## src/rtl/count_pkg.sv

```systemverilog
// Shared constants and helpers for the modulo-N up/down counter family.
package count_pkg;

  localparam logic DIR_UP   = 1'b1;
  localparam logic DIR_DOWN = 1'b0;

  // Loads above the modulus are pulled down to the top count value.
  function automatic logic [31:0] clamp_load(input logic [31:0] val, input logic [31:0] max);
    return (val > max) ? max : val;
  endfunction

endpackage

```

## src/rtl/count_prescaler.sv

```systemverilog
// Tick prescaler for count_updown_mod: one tick every PRESCALE enabled cycles.
// Only compiled when COUNT_PRESCALE_EN is defined.
`ifdef COUNT_PRESCALE_EN
module count_prescaler #(
  parameter int PRESCALE = 4
) (
  input  logic clk,
  input  logic rst_n,
  input  logic en,
  input  logic clr,
  output logic tick
);

  localparam int PW = (PRESCALE > 1) ? $clog2(PRESCALE) : 1;
  localparam logic [PW-1:0] LAST = PW'(PRESCALE - 1);

  logic [PW-1:0] phase;

  assign tick = en && (phase == LAST);

  // Phase only advances on enabled cycles, so gaps in en preserve it.
  always_ff @(posedge clk or negedge rst_n) begin
    if (!rst_n) begin
      phase <= '0;
    end else if (clr) begin
      phase <= '0;
    end else if (en) begin
      phase <= (phase == LAST) ? '0 : phase + 1'b1;
    end
  end

endmodule
`endif

```

## src/rtl/count_updown_mod.sv

```systemverilog
// Width-generic modulo-N up/down counter with load, terminal-count pulse and
// saturating wrap counter. Define COUNT_PRESCALE_EN to step only every PRESCALE enabled cycles.
module count_updown_mod
  import count_pkg::*;
#(
  parameter int WIDTH    = 8,
  parameter int MOD_MAX  = 255,
  parameter int WRAP_W   = 8,
  parameter int PRESCALE = 4
) (
  input  logic              clk,
  input  logic              rst_n,
  input  logic              en,
  input  logic              up_dn,
  input  logic              load,
  input  logic [WIDTH-1:0]  load_val,
  output logic [WIDTH-1:0]  count_out,
  output logic              tc,
  output logic [WRAP_W-1:0] wrap_cnt
);

  localparam logic [WIDTH-1:0] MAX_V = WIDTH'(MOD_MAX);

  if ((MOD_MAX < 1) || (MOD_MAX > (2**WIDTH) - 1) || (PRESCALE < 1)) begin : g_param_check
    $fatal(1, "count_updown_mod: illegal MOD_MAX or PRESCALE");
  end

  logic tick;

`ifdef COUNT_PRESCALE_EN
  count_prescaler #(
    .PRESCALE(PRESCALE)
  ) u_prescaler (
    .clk  (clk),
    .rst_n(rst_n),
    .en   (en),
    .clr  (load),
    .tick (tick)
  );
`else
  assign tick = en;
`endif

  // Load beats step beats hold; tc is high only on the edge that wraps.
  always_ff @(posedge clk or negedge rst_n) begin
    if (!rst_n) begin
      count_out <= '0;
      tc        <= 1'b0;
      wrap_cnt  <= '0;
    end else if (load) begin
      count_out <= WIDTH'(clamp_load(32'(load_val), 32'(MOD_MAX)));
      tc        <= 1'b0;
      wrap_cnt  <= '0;
    end else if (tick) begin
      tc <= 1'b0;
      case (up_dn)
        DIR_UP: begin
          if (count_out == MAX_V) begin
            count_out <= '0;
            tc        <= 1'b1;
            if (wrap_cnt != {WRAP_W{1'b1}}) wrap_cnt <= wrap_cnt + 1'b1;
          end else begin
            count_out <= count_out + 1'b1;
          end
        end
        DIR_DOWN: begin
          if (count_out == '0) begin
            count_out <= MAX_V;
            tc        <= 1'b1;
            if (wrap_cnt != {WRAP_W{1'b1}}) wrap_cnt <= wrap_cnt + 1'b1;
          end else begin
            count_out <= count_out - 1'b1;
          end
        end
      endcase
    end else begin
      tc <= 1'b0;
    end
  end

endmodule

```

## config.mk

```make
export PLATFORM = sky130hd
export DESIGN_NAME = count_updown_mod
export DESIGN_NICKNAME = d
export VERILOG_FILES = /design/src/rtl/count_pkg.sv /design/src/rtl/count_prescaler.sv /design/src/rtl/count_updown_mod.sv
export SDC_FILE = /design/constraint.sdc
export NUM_CORES = 1
export LEC_CHECK = 0
export BUFFER_PORTS_ARGS = -buffer_cell sky130_fd_sc_hd__buf_2
export CAP_MARGIN = 40
export CORE_MARGIN = 3
export CORE_UTILIZATION = 48
export DETAILED_ROUTE_END_ITERATION = 12
export PLACE_DENSITY = 0.75
export SLEW_MARGIN = 20
export SYNTH_ARGS = -nofsm -noshare
export SYNTH_HDL_FRONTEND = slang
export SYNTH_SLANG_ARGS = --single-unit
```

## constraint.sdc

```tcl
create_clock -name clk -period 2 [get_ports clk]
set_input_delay 0.3 -clock clk [delete_from_list [all_inputs] [get_ports clk]]
set_output_delay 0.3 -clock clk [all_outputs]
set_load 0.01 [all_outputs]
```

==> reports/metrics.cfg <==
[timing]
max_slew_margin=0.715
hold_viol_final=0
finClkSkew_ns=0.0124
setup_viol_count_final=0
worstMarginPinSlew_ns=0.428
post-route-min-period_ns=1.91
rsz0062_at_grt=false
timing.final.crit_share=0.953
final_max_slew_viol_count=0
fmax_mhz=525

[clock_network]
cts_tree=yes
cts.sinks=17
cts-root-buf=clkbuf_4
clk_latency_ns=0.30
cts_made_buffers=3
clkTransAtPathRegs_ns=0.11
htreeDepth=1
clk_path_buf_depth=2

[pwr]
p_sw_frac=0.348
vdd.ir_drop.worst_v=0.000367
clkPwrFrac=0.215
combPwrFrac=0.325
seqPwrFrac=0.460
p_sw_uw=306
power_density_mw_per_mm2=555
p_int_uw=574
leakage_nw=0.730

[placement]
place_area_mm2=0.00152
routabilityCongestion=0.922
place_hpwl_um=2560
io_buffers=29

[floorplan]
core_mm2=0.00252
die_w_um=58.1
pin_count=30
die-area_mm2=0.00338
die_y_um=58.1
initial_core_util=0.517
rows=18

[finish]
fin_area_mm2=0.00158
final_core_util=0.628
layout_common_cells=buf_2, dfrtp_1, a21oi_1
drive_gt1_frac=0.294
n_antenna_cell=0
nNetsFinal=212
final_common_cell=buf_2
area_delta_synth_final_pct=21.5

[synthesis]
avgSynthCellArea_um2=8.41
yosysWarnings=0
async_flop_share=1.00
synth_cell_type_count=42
synth_seq_cells=17
netlist_area_mm2=0.00130
syn_inst=155
synth_nets=172
synth-main-ff-cell=dfrtp_1
synth-edff-count=0
ys_seq_area_frac=0.326

[route]
dr_total_vias=1296
antenna_left=0
drt-initial-drc-count=64
wl_per_cell_um=15.2
vias_per_cell=5.79
wl_um=3410
drc=0
firstDrtPassIters=4

[global_routing]
grt_overflow_total=0
grt_pass1_wl_um=5330
gr-usage-all-layers=0.203
first_global_vias=1203
antenna_found_initial=0
grt_max_degree=21

[worst_setup_path]
ff2ff_path_depth=7
cp-startpoint=count_out[0]$_DFFE_PN0N_
crit_end=wrap_cnt[6]$_DFFE_PN0P_
r2r-start=count_out[0]$_DFFE_PN0N_
cp_max_fo=4
crit_arrival_ns=2.08
r2r_slack_ns=0.09
cp_num_buf_inv=1
crit_chain=inv_1 -> ha_1 -> nor3b_4 -> nand3b_2 -> and2_4 -> nor3_2 -> mux2_1
critical_path_cell_count=7
critPathCaptureType=flop
cp.required_ns=2.18
max_stage_delay_ns=0.44
crit_family=simple AND/OR/NAND/NOR gates
r2r_end=wrap_cnt[6]$_DFFE_PN0P_
startpoint_type=flop
critPathKind=reg2reg
slowest_stage=dfrtp_2

[hold_path]
hold_class=in2reg

[run_status]
outcome=complete, no violations

[flow_run]
drv_cap=0

## state kept, by name, indices dropped and copies added, names as in the netlist
signal	flops
wrap_cnt	8
tc	1
count_out	8
## cells in the mapped netlist, types with 2 or more instances
cell / instances / share of area
o21ai_0: 10 / 0.038
nand3_1: 10 / 0.038
or3_1: 3 / 0.014
xor2_1: 2 / 0.013
ha_1: 4 / 0.038
xnor2_1: 5 / 0.034
o221ai_1: 2 / 0.013
nor2b_1: 3 / 0.014
o21a_1: 3 / 0.017
and3_1: 4 / 0.019
buf_6: 2 / 0.017
inv_1: 7 / 0.020
nor2_1: 12 / 0.035
clkbuf_1: 5 / 0.014
nor3_1: 7 / 0.027
mux2i_1: 3 / 0.023
nand2_1: 9 / 0.026
a21o_1: 3 / 0.017
a21oi_1: 15 / 0.058
a31oi_1: 4 / 0.019
nand3_2: 2 / 0.015
dfrtp_1: 17 / 0.33
nand2b_1: 2 / 0.0096
and2_1: 3 / 0.014
## logic make-up after synthesis
logic type,after synthesis,synth area share
AND/OR/NAND/NOR,66,0.295
AO/OA/AOI/OAI,41,0.195
flip-flops,17,0.326
adder cells (fa/ha/maj),4,0.0384
multiplexers,5,0.0432
buffers and inverters,15,0.0557
XOR/XNOR,7,0.0470
## power groups by stage
| stage | Combinational (mW) | Sequential, mW | Clock [mW] |
|---|---|---|---|
| 6_report | 0.285 | 0.405 | 0.189 |
| 5_1_grt | 0.309 | 0.410 | 0.207 |
| 4_1_cts | 0.267 | 0.407 | 0.196 |
| 3_5_place_dp | 0.263 | 0.412 | 0 |
| 3_3_place_gp | 0.258 | 0.410 | 0 |
| 2_1_floorplan | 0.172 | 0.407 | 0 |
## per-stage QoR
stage	setup TNS, ns	cells	power [mW]	setup slack [ns]	hold WS, ns
2_1_floorplan	0	155	0.579	0.0581	0.00441
3_3_place_gp	0	216	0.667	0.0927	0.248
3_5_place_dp	-0.0109	216	0.674	-0.0109	0.256
4_1_cts	0	221	0.870	0.00328	0.204
5_1_grt	0	224	0.926	0.00968	0.202
6_report	0	224	0.879	0.0948	0.209
## tightest hold or removal path: cells and delay by family
family                 cells  cell delay, ns
buffers and inverters      1            0.07
AND/OR/NAND/NOR            1            0.04
AO/OA/AOI/OAI              1            0.06
## timing repair
action | in CTS | in global routing
hold buffers | 1 | 0
gates resized for setup | 2 | 1
hold endpoints to repair | 17 | 0
setup buffers | 0 | 3
setup endpoints to repair | 1 | 2
## routing by layer
| metal | global-route usage | share of wire | vias to the layer above |
|---|---|---|---|
| met5 | 0 | 0 | - |
| met4 | 0.0662 | 0.018 | 0 |
| met3 | 0.0334 | 0.049 | 6 |
| met2 | 0.361 | 0.51 | 36 |
| met1 | 0.248 | 0.43 | 623 |
| li1 | - | - | 631 |
## area by class of cell
cell class              count  area [um2]
multi-input cells         123         815
well taps                  30        37.5
clock buffers               4        26.3
inverters                   7        26.3
repair buffers             43         253
flip-flops and latches     17         427
fillers                   236         938
## worst min-delay path by stage
stage                           start                  endpoint  depth (start not counted)
after floorplan                 rst_n  count_out[0]$_DFFE_PN0N_                          0
after global placement          rst_n  count_out[3]$_DFFE_PN0N_                          1
after detailed placement        rst_n  count_out[4]$_DFFE_PN0N_                          1
after CTS                 load_val[1]  count_out[1]$_DFFE_PN0N_                          3
after global routing      load_val[1]  count_out[1]$_DFFE_PN0N_                          3
final                     load_val[1]  count_out[1]$_DFFE_PN0N_                          3
No activity file was read; power rests on OpenSTA's default activity.
